## config.mk

```make
export PLATFORM = sky130hd
export DESIGN_NAME = fpu_cmd_sequencer
export DESIGN_NICKNAME = d
export VERILOG_FILES = /design/src/rtl/fpu_cmd_sequencer.sv
export SDC_FILE = /design/constraint.sdc
export NUM_CORES = 1
export LEC_CHECK = 0
export ABC_AREA = 1
export BUFFER_PORTS_ARGS = -buffer_cell sky130_fd_sc_hd__buf_2
export CORE_MARGIN = 5
export CORE_UTILIZATION = 25
export DETAILED_ROUTE_END_ITERATION = 16
export GPL_ROUTABILITY_DRIVEN = 0
export PLACE_DENSITY_LB_ADDON = 0.2
export SYNTH_ARGS = -nofsm -noshare
export SYNTH_HDL_FRONTEND = slang
export SYNTH_SLANG_ARGS = --single-unit
```

## constraint.sdc

```tcl
create_clock -name clk -period 7.5 [get_ports clk]
set_clock_uncertainty 0.1 [all_clocks]
set_input_delay 0.375 -clock clk [delete_from_list [all_inputs] [get_ports clk]]
set_output_delay 0.375 -clock clk [all_outputs]
set_load 0.1 [all_outputs]
```

## src/rtl/fpu_cmd_sequencer.sv

```systemverilog
// Command FIFO and issue sequencer in front of a start/done floating-point ALU.
// Define FPU_SEQ_TIMEOUT_EN to enable the WAIT-state watchdog (alu_clr, rsp_err).
module fpu_cmd_sequencer #(
   parameter int DEPTH          = 4,
   parameter int TIMEOUT_CYCLES = 64
) (
   input  logic                       clk,
   input  logic                       reset,
   input  logic                       cmd_valid,
   output logic                       cmd_ready,
   input  logic [31:0]                cmd_a,
   input  logic [31:0]                cmd_b,
   input  logic [2:0]                 cmd_op,
   output logic                       rsp_valid,
   input  logic                       rsp_ready,
   output logic [31:0]                rsp_data,
   output logic                       rsp_err,
   output logic [31:0]                alu_inp1,
   output logic [31:0]                alu_inp2,
   output logic [2:0]                 alu_opt,
   output logic                       alu_start,
   output logic                       alu_clr,
   input  logic [31:0]                alu_out,
   input  logic                       alu_done,
   output logic                       busy,
   output logic [$clog2(DEPTH):0]     fifo_count
);

   localparam int AW = $clog2(DEPTH);
   localparam logic [AW:0] FULL = (AW+1)'(DEPTH);

   typedef enum logic [1:0] {IDLE, ISSUE, WAIT, RESP} state_t;

   typedef struct packed {
      logic [31:0] a;
      logic [31:0] b;
      logic [2:0]  op;
   } cmd_t;

   state_t        state;
   cmd_t          mem [DEPTH];
   cmd_t          head;
   logic [AW-1:0] wr_ptr;
   logic [AW-1:0] rd_ptr;
   logic [AW:0]   count;
   logic          push;
   logic          pop;
   logic          armed;

   assign cmd_ready  = (count != FULL);
   assign push       = cmd_valid & cmd_ready;
   assign pop        = (state == IDLE) && (count != '0);
   assign head       = mem[rd_ptr];
   assign busy       = (state != IDLE);
   assign fifo_count = count;

   // NOTE: storage array has no reset; only pointers and count define validity.
   always_ff @(posedge clk) begin
      if (push) mem[wr_ptr] <= '{a: cmd_a, b: cmd_b, op: cmd_op};
   end

   // Pointers wrap naturally because DEPTH is a power of two.
   always_ff @(posedge clk or posedge reset) begin
      if (reset) begin
         wr_ptr <= '0;
         rd_ptr <= '0;
         count  <= '0;
      end else begin
         if (push) wr_ptr <= wr_ptr + 1'b1;
         if (pop)  rd_ptr <= rd_ptr + 1'b1;
         unique case ({push, pop})
            2'b10:   count <= count + 1'b1;
            2'b01:   count <= count - 1'b1;
            default: count <= count;
         endcase
      end
   end

`ifdef FPU_SEQ_TIMEOUT_EN
   localparam int TW = $clog2(TIMEOUT_CYCLES + 1);
   localparam logic [TW-1:0] TO_LAST = TW'(TIMEOUT_CYCLES - 1);
   logic [TW-1:0] wd_cnt;
`else
   assign alu_clr = 1'b0;
   assign rsp_err = 1'b0;
`endif

   always_ff @(posedge clk or posedge reset) begin
      if (reset) begin
         state     <= IDLE;
         alu_inp1  <= '0;
         alu_inp2  <= '0;
         alu_opt   <= '0;
         alu_start <= 1'b0;
         rsp_valid <= 1'b0;
         rsp_data  <= '0;
         armed     <= 1'b0;
`ifdef FPU_SEQ_TIMEOUT_EN
         alu_clr   <= 1'b0;
         rsp_err   <= 1'b0;
         wd_cnt    <= '0;
`endif
      end else begin
         // NOTE: pulse outputs default low each cycle; a later assignment in the case wins.
         alu_start <= 1'b0;
`ifdef FPU_SEQ_TIMEOUT_EN
         alu_clr   <= 1'b0;
`endif
         unique case (state)
            IDLE: begin
               if (count != '0) begin
                  alu_inp1  <= head.a;
                  alu_inp2  <= head.b;
                  alu_opt   <= head.op;
                  alu_start <= 1'b1;
                  state     <= ISSUE;
               end
            end
            ISSUE: begin
               armed <= 1'b0;
               state <= WAIT;
`ifdef FPU_SEQ_TIMEOUT_EN
               wd_cnt <= '0;
`endif
            end
            WAIT: begin
               // A done level left over from the previous op must drop before it counts.
               if (!alu_done) armed <= 1'b1;
               if (alu_done && armed) begin
                  rsp_data  <= alu_out;
                  rsp_valid <= 1'b1;
                  state     <= RESP;
`ifdef FPU_SEQ_TIMEOUT_EN
                  rsp_err   <= 1'b0;
               end else if (wd_cnt == TO_LAST) begin
                  alu_clr   <= 1'b1;
                  rsp_data  <= 32'h7FC0_0000;
                  rsp_err   <= 1'b1;
                  rsp_valid <= 1'b1;
                  state     <= RESP;
               end else begin
                  wd_cnt <= wd_cnt + 1'b1;
`endif
               end
            end
            RESP: begin
               if (rsp_ready) begin
                  rsp_valid <= 1'b0;
                  state     <= IDLE;
               end
            end
            default: state <= IDLE;
         endcase
      end
   end

endmodule

```

== Word-level counts from Yosys, hierarchy flattened ==
Memory sizes are Yosys's and may differ from the RTL's. A register that Yosys moved wholly into a read port is not among the register bits.
Index checks and enable logic that the tools add are counted.
Storage, ports and cells
  bits in registers: 44
  bits in writable memories: 268
  input bits: 104
  output and inout bits: 108
  memories kept: 1
Operators by class
  add/sub/neg operators: 4
  equality and inequality tests: 10
  muxes and demuxes: 14
  bitwise gates (word level): 1
  reductions and logical operators: 13
Memories
  mem: depth 4, width 67, read ports 1, clocked after Yosys merged registers in 1, write ports 1, line 41  | cmd_t mem [DEPTH];
Operator list (number)
  $pmux W2 S4: 1
  $reduce_bool A2 Y1: 4
  $mux W1: 7
  $eq A2 B2 Y1 const B: 3
  $mux W2: 3
  $ne A2 B2 Y1 const B: 3
  $pmux W3 S2: 1
  $reduce_and A2 Y1: 3
  $reduce_and A3 Y1: 2
  $add A2 B1 Y2 const B: 2
  $eq A2 B1 Y1 const B: 2
  $pmux W1 S2: 2
  $add A3 B1 Y3 const B: 1
  $ne A3 B3 Y1 const B: 1
  $reduce_bool A3 Y1: 1
  $sub A3 B1 Y3 const B: 1
  $logic_and A1 B1 Y1: 2
  $logic_not A2 Y1: 1
  $ne A2 B1 Y1 const B: 1
  $and A1 B1 Y1: 1

== Depth between registers and ports, before layout ==
Gate-level depths: netlist (run 1).
  word-level depth: 4
  gate-level depth with buffers: 12
  gate-level depth less buffers: 11

== Worst setup path before layout (run 1) ==
OpenSTA, ideal clock, no wires.
  path kind: register to register
  start: register count[1], in the netlist fifo_count[1]
  end: memory mem[0][0] in the netlist's numbering (enable)
  data arrival time: 5001 ps
  required time: 6907 ps
  setup slack: 1907 ps
  cell stages (with the launch flop): 5
  buffers on the path: 0
  clock period less this slack: 5593 ps
  cells stage by stage: dfrtp_1 -> nor2_2 -> nand2_1 -> nand2_1 -> nor2_1
Between the ends
  longest elaborated chain between the ends: 4
Ends and longest elaborated chain
  from (decl): line 45  | logic [AW:0] count;
  from (signal assigned): line 72  | 2'b10: count <= count + 1'b1;
  from (signal assigned): line 73  | 2'b01: count <= count - 1'b1;
  from (signal assigned): line 74  | default: count <= count;
  $ne A3 B3 Y1: line 50  | assign cmd_ready = (count != FULL);
  via cmd_ready: line 10  | output logic cmd_ready,
  $and A1 B1 Y1: line 51  | assign push = cmd_valid & cmd_ready;
  $mux W1: line 59  | if (push) mem[wr_ptr] <= '{a: cmd_a, b: cmd_b, op: cmd_op};
  $mux W1 (not written as such): line 59
  to (decl): line 41
The timed path passes the listed nets, and every way through them passes these cells.

== Worst setup path in the final report (run 1) ==
  start: register state[0]
  end: register count[1], in the netlist fifo_count[1]
Between the ends
  longest elaborated chain between the ends: 4
Ends and longest elaborated chain
  from (decl): line 40  | state_t state;
  from (signal assigned): line 90  | state <= IDLE;
  from (signal assigned): line 116  | state <= ISSUE;
  from (signal assigned): line 121  | state <= WAIT;
  $logic_not A2 Y1 *: line 52  | assign pop = (state == IDLE) && (count != '0);
  $logic_and A1 B1 Y1 *: line 52
  $eq A2 B1 Y1 / $eq A2 B2 Y1 (equally long branches): line 71  | unique case ({push, pop})
  $pmux W3 S2 / $reduce_bool A2 Y1 (equally long branches)
Every way passes the cells marked *; elsewhere a longest branch is shown, timed or not.
A chain may end at the register's enable or synchronous reset.

==> metrics.md, run 1 <==
| Metric | Value |
|---|---|
| Final Cycle Share | 0.419 |
| CP required | around 8 ns |
| Startpoint types | flop |
| R2r worst-path depth | 8 |
| First-pass DRT Iterations | 4 |
| Remaining DRCs | 0 |
| Finished layout cell area | 20100 um2 |
| Hold Path Depth | 6 |
| Status | finished, final reports clean |
| Slew at the pin closest to its max-slew limit | approximately 1 ns |
| Nets | between 1500 and 2000 |
| Slew HR | 0.350 |
| Yosys warns | 0 |
| MaxCap Viol Count | 0 |
| Placed cell area | between 15000 and 20000 um2 |
| Synth top area cells | edfxtp_1 (51%), dfrtp_1 (18%), nand2_1 (16%), inv_1 (6.9%), nand3_1 (4.4%) |
| Crit-path max FO | 33 |
| CP Capture Type | flop |
| Row count | 91 |
| Synthesized flop and latch total | around 380 |
| TritonCTS Buffers | 46 |
| DRT antenna net count | 0 |
| Setup TNS | 0 ns |
| Die Height | 260 um |
| Crit-path cells | inv_1 -> ha_1 -> nand2_4 -> clkinv_2 -> ha_1 -> inv_1 -> fa_1 -> o21ai_0 |
| Min Tclk post-route | roughly 3.1 ns |
| First-pass GRT wire length | approximately 64000 um |
| Ys flop type | edfxtp_1 |
| DRT iter0 DRCs | 531 |
| Largest stage delay, worst path | roughly 0.70 ns |
| Clock Sinks | 379 |
| Worst path slowest cell | clkinv_2 |
| Buffers on Ports | approximately 210 |
| Post-Route WL | 41800 um |
| Initial antenna violation count | 7 |
| Max frequency | approximately 320 MHz |
| Endpoints failing setup | 0 |
| RSZ-0062 raised after global routing | no |
| Setup CP Type | flop to flop |
| CTS tree | yes |
| CP arrival | 3.52 ns |
| Routed len/inst | between 15 and 20 um |
| Total Routing Usage GR | 0.122 |
| Largest net degree at the start of global routing | 82 |
| CTS Buffer Depth | 3 |
| Register area share after synthesis | 0.690 |
| FFs w/ async S/R, synth | 0.293 |
| Global route overflow | 0 |
| Most area-hungry cell type in the Yosys netlist | edfxtp_1 |
| Vias in the first global route | around 11000 |
| Yosys cell types | 23 |
| DIE WIDTH | between 200 and 300 um |
| Clk_lat worst skew | roughly 0.57 ns |
| Full die area | 67800 um2 |
| Post-DR vias/cell | between 3 and 4 |
| Synth top area share | 0.513 |
| Layout area overhead | 27.9% |
| Core footprint | between 60000 and 70000 um2 |
| Top cells by count, synth | nand2_1 (651), inv_1 (287), edfxtp_1 (268) |
| Worst hold path type | primary input to flop |
| HPWL Detailed | around 24000 um |
| I/O Pins | about 210 |
| Final Hold Fails | 0 |
| Layout cells sized above 1 | 0.159 |
| DR vias | approximately 11000 |
| Syn Area/Cell | approximately 10 um2 |
| Top-count cell post-synth | nand2_1 |
| Syn Std Cell Area | 15700 um2 |
| Clk pin slew, worst setup/hold paths | around 0.05 ns |
| Pins Over Slew Limit | 0 |
| Initial Util | 0.253 |
| Gate Count Post-Synth | roughly 1600 |
| EDFF count, synth | about 270 |
| Clock H-tree levels | 2 |
| Clock root buffer | clkbuf_16 |
## through the flow
stage	hold WS [ns]	setup WS [ns]	cells	utilization
after floorplan	0.374	1.91	1559	-
after global placement	0.356	4.25	2555	0.284
after detailed placement	0.360	4.25	2555	0.284
after CTS	0.0891	4.26	2743	0.324
after global routing	0.174	4.08	2746	0.324
final	0.127	4.36	2749	0.324
## layout by cell type (no fill, tap or decap), drive strengths merged
master	synthesis	layout
nand2	652	652
xor2	3	3
nand3b	1	1
dfrtp	111	111
ha	10	10
buf	48	225
fa	1	1
or2	2	2
xnor2	2	2
dlygate4sd3	0	102
conb	1	2
a21oi	1	1
edfxtp	268	268
nand3	139	139
bufinv	0	1
nor2	8	8
o21ai	3	3
clkbuf	18	71
inv	290	290
clkinv	0	14
diode	0	6
## logic make-up (layout without fill, tap and decap cells)
| group | count (synthesis) | after routing | synth area share |
|---|---|---|---|
| buf+inv | 356 | 703 | 0.0923 |
| compound gates | 4 | 4 | 0.00128 |
| flops | 379 | 379 | 0.690 |
| fa+ha+maj | 11 | 11 | 0.00925 |
| xor+xnor | 5 | 5 | 0.00279 |
| simple gates | 802 | 802 | 0.204 |
| other cells | 1 | 8 | 0.000239 |
## routing by layer
| metal | wire [um] | share of wire | track usage | vias to the layer above |
|---|---|---|---|---|
| li1 | - | - | - | 5432 |
| met1 | 19300 | 0.46 | 0.161 | 5068 |
| met2 | 19100 | 0.46 | 0.201 | 239 |
| met3 | 2630 | 0.063 | 0.0318 | 50 |
| met4 | 733 | 0.018 | 0.0282 | 2 |
| met5 | 13 | 0.00031 | 0 | - |
## sequential cells by signal, indices dropped and copies added (netlist names), 2 cells and up
| register | cells |
|---|---|
| rsp_data | 32 |
| alu_inp2 | 32 |
| alu_inp1 | 32 |
| wr_ptr | 2 |
| mem | 268 |
| fifo_count | 3 |
| alu_opt | 3 |
| state | 2 |
| rd_ptr | 2 |
## path summary, 6_finish.rpt
| kind | start | to | slack, ns |
|---|---|---|---|
| setup / recovery | state[0]$_DFFE_PP0P_ | fifo_count[1]$_DFFE_PP0P_ | 4.36 |
| min in group asynchronous | reset | rsp_data[0]$_DFFE_PP0P_ | 0.36 |
| hold / removal | rsp_ready | rsp_valid$_DFFE_PP0P_ | 0.13 |
| hold reg to reg | alu_inp1[11]$_DFFE_PP0P_ | alu_inp1[11]$_DFFE_PP0P_ | 0.37 |
| max in group asynchronous | reset | alu_inp2[5]$_DFFE_PP0P_ | 5.63 |
| setup reg to reg | state[0]$_DFFE_PP0P_ | fifo_count[1]$_DFFE_PP0P_ | 4.36 |
## area by class of cell
cell class / instances / area (um2)
fillers: 6382 / 41900
flip-flops and latches: 379 / 10800
multi-input cells: 824 / 3450
repair buffers: 327 / 2190
clock buffers: 71 / 1320
inverters: 290 / 1100
well taps: 837 / 1050
clock inverters: 15 / 118
diodes: 6 / 15.0
## timing repair
item | 4_1_cts | 5_1_grt
hold buffers | 102 | 0
resized for setup | 0 | 0
endpoints found under the hold margin | 356 | 0
setup buffers | 0 | 0
## worst max-delay path, delay by kind of cell, from the launching register on
family          cells  cell delay (ns)
compound gates      1             0.14
fa+ha+maj           3             1.13
buf+inv             3             0.89
flops               1             0.41
simple gates        1             0.39
Power of run 1 is left out: the tool's default activity adds up to more than one toggle a clock period on the data nets, which glitch-free logic cannot reach.
==> run 2: changes to the inputs <==
--- a/config.mk
+++ b/config.mk
@@ -5,7 +5,7 @@
 export SDC_FILE = /design/constraint.sdc
 export NUM_CORES = 1
 export LEC_CHECK = 0
-export ABC_AREA = 1
+export ABC_AREA = 0
 export BUFFER_PORTS_ARGS = -buffer_cell sky130_fd_sc_hd__buf_2
 export CORE_MARGIN = 5
 export CORE_UTILIZATION = 25
==> constraint.sdc (replaced) <==
create_clock -name clk -period 3.3 [get_ports clk]
set_clock_uncertainty 0.1 [all_clocks]
set_input_delay 0.165 -clock clk [delete_from_list [all_inputs] [get_ports clk]]
set_output_delay 0.165 -clock clk [all_outputs]
set_load 0.1 [all_outputs]
==> run 2 against run 1 <==
Against the previous run: critical endpoint is now fifo_count[2]$_DFFE_PP0P_; synthesized cell count down 51%; first-iteration DRC count down 41%; via count decreased by 29%; worst setup slack got worse by 3.4 ns; global-route usage is 0.95 points lower.
==> metrics.md, run 2 <==
| Metric | Value |
|---|---|
| Largest stage delay, worst path | 0.47 ns |
| Global route overflow | 0 |
| Synth top area share | 0.572 |
| Met3 Wirelength | around 2000 um |
| Largest net degree at the start of global routing | slightly above 70 |
| Final Hold Fails | 0 |
| Final core utilization | 0.333 |
| Final Cycle Share | 0.719 |
| Status | finished, final reports clean |
| Top-count cell post-synth | edfxtp_1 |
| Finished layout cell area | around 19000 um2 |
| Pins Over Slew Limit | 0 |
| Synth top area cells | edfxtp_1 (57%), dfrtp_1 (20%), mux4_2 (11%), nand2_1 (5.4%), mux2_2 (2.6%) |
| Yosys warns | 0 |
| Max FFs per register | between 200 and 300 |
| Family with the most delay on the worst path | simple AND/OR/NAND/NOR gates |
| Initial Util | 0.251 |
| WL met1 | 15400 um |
| Setup TNS | 0 ns |
| Row count | 87 |
| Buffers on Ports | 209 |
| Startpoint types | flop |
| FF-to-FF setup slack | between 0.9 and 1 ns |
| Post-Route WL | between 30000 and 40000 um |
| Die Height | 247 um |
| Crit-path max FO | 6 |
| Buffers & Inverters on Critical Path | 2 |
| Top cells by count, synth | edfxtp_1 (268), nand2_1 (203), dfrtp_1 (111) |
| Post-CTS setup buffer count | 0 |
| Gate Count Post-Synth | just under 800 |
| Slew HR | 0.354 |
| Dpl ws | roughly 0.9 ns |
| MaxCap Viol Count | 0 |
| Reg-to-Reg End | fifo_count[2]$_DFFE_PP0P_ |
| CP Capture Type | flop |
| R2r worst-path depth | 9 |
| Worst hold path type | primary input to async pin |
| Crit-path cells | or3b_4 -> and2_4 -> inv_1 -> ha_1 -> inv_1 -> fa_1 -> xor2_1 -> nor2_1 -> xor2_1 |
| EDFF count, synth | around 270 |
| Clk_lat worst skew | ~0.58 ns |
| Commonest non-fill, non-tap cell in the layout | edfxtp_1 |
| FFs w/ async S/R, synth | 0.293 |
| Nets | approximately 1200 |
| Min Tclk post-route | between 2 and 2.5 ns |
| First-pass DRT Iterations | 4 |
| Full die area | just over 60000 um2 |
| Endpoints failing setup | 0 |
| Clk pin slew, worst setup/hold paths | 0.06 ns |
| Highest Signal Layer | met4 |
| TritonCTS Buffers | 45 |
| Worst path slowest cell | dfrtp_1 |
| Setup CP Type | flop to flop |
| Placed cell area | 16100 um2 |
| Remaining DRCs | 0 |
| Layout cells sized above 1 | 0.351 |
| RSZ-0062 raised after global routing | no |
| Clock root buffer | clkbuf_16 |
| Post-DR vias/cell | about 4.0 |
| Slew at the pin closest to its max-slew limit | roughly 0.97 ns |
| CTS Buffer Depth | 3 |
| CP required | ~3.7 ns |
| Met2 routed WL | around 16000 um |
| Syn Area/Cell | roughly 18 um2 |
| DRT antenna net count | 0 |
| I/O Pins | 212 |
| Initial antenna violation count | 1 |
| DRT iter0 DRCs | roughly 310 |
| Reg with most FFs | mem |
| Register area share after synthesis | 0.769 |
| First-pass GRT wire length | between 50000 and 60000 um |
| Core footprint | 56100 um2 |
| DR vias | around 7700 |
| Synthesized flop and latch total | 379 |
| Reg2reg start | fifo_count[2]$_DFFE_PP0P_ |
| Most frequent cells in the layout | edfxtp_1 (268), buf_2 (209), nand2_1 (203), dfrtp_1 (109), dlygate4sd3_1 (103) |
| Routed len/inst | between 15 and 20 um |
| Total Routing Usage GR | 0.112 |
| Clock Sinks | roughly 380 |
| Syn Std Cell Area | between 10000 and 15000 um2 |
| Yosys cell types | 31 |
| Vias in the first global route | about 8400 |
| CTS tree | yes |
| HPWL Detailed | ~19000 um |
| Ys flop type | edfxtp_1 |
| Max frequency | ~420 MHz |
| Clock H-tree levels | 2 |
| Filler cells | between 5000 and 6000 |
| Final worst slack | approximately 0.9 ns |
| Post-CTS resize count | 0 |
| CP arrival | ~2.8 ns |
| DIE WIDTH | 247 um |
| Layout area overhead | 32.5% |
| Most area-hungry cell type in the Yosys netlist | edfxtp_1 |
## run 2: repair_timing
| item | CTS | global route |
|---|---|---|
| hold buffers | 103 | 0 |
| endpoints found under the hold margin | 375 | 0 |
| endpoints found under the setup margin | 0 | 0 |
## run 2: worst reg2reg max path: cells and delay by family, from the launching register on
| kind | cells | cell delay [ns] |
|---|---|---|
| xor+xnor | 2 | 0.31 |
| fa+ha+maj | 2 | 0.54 |
| buf+inv | 2 | 0.11 |
| flops | 1 | 0.47 |
| simple gates | 3 | 0.77 |
## run 2: layout make-up
class | instances | area, um2 | area share
diodes | 1 | 2.50 | 0.000134
clock buffers | 58 | 1180 | 0.0635
clock inverters | 26 | 287 | 0.0154
inverters | 14 | 58.8 | 0.00315
multi-input cells | 343 | 3030 | 0.163
flip-flops and latches | 379 | 10800 | 0.581
well taps | 756 | 946 | 0.0507
repair buffers | 327 | 2300 | 0.123
## run 2: per-layer routing
metal	global-route usage	up-vias
met3	0.0277	57
met1	0.148	3871
met4	0.0335	0
met2	0.184	187
met5	0	-
li1	-	3540
## run 2: metrics by stage
| step | hold slack (ns) | cells |
|---|---|---|
| 4_1_cts | 0.198 | 1903 |
| 2_1_floorplan | 0.155 | 771 |
| 6_report | 0.220 | 1904 |
| 3_3_place_gp | 0.274 | 1716 |
| 3_5_place_dp | 0.281 | 1716 |
| 5_1_grt | 0.229 | 1903 |
## run 2: worst max path at each step
stage          cells after the start                        end                       from  slack, ns
6_report                           9  fifo_count[2]$_DFFE_PP0P_  fifo_count[2]$_DFFE_PP0P_       0.93
2_1_floorplan                      1    alu_inp1[0]$_DFFE_PP0P_                      reset       0.10
4_1_cts                            9  fifo_count[2]$_DFFE_PP0P_  fifo_count[2]$_DFFE_PP0P_       0.92
3_3_place_gp                       9  fifo_count[2]$_DFFE_PP0P_  fifo_count[2]$_DFFE_PP0P_       0.97
3_5_place_dp                       9  fifo_count[2]$_DFFE_PP0P_  fifo_count[2]$_DFFE_PP0P_       0.93
5_1_grt                            9  fifo_count[2]$_DFFE_PP0P_  fifo_count[2]$_DFFE_PP0P_       0.79
## run 2: kinds of logic (layout without fill, tap and decap cells)
kind of cell	Yosys count	in the layout	synth area share
AOI/OAI and AO/OA	7	7	0.00444
xor gates and xnor gates	6	6	0.00373
adders and majority gates	11	11	0.0103
buffers and inverters	49	425	0.0166
DFF	379	379	0.769
muxes	103	103	0.136
other	1	3	0.000266
and+or+nand+nor	214	214	0.0594
Power of run 2 is left out for the same reason.
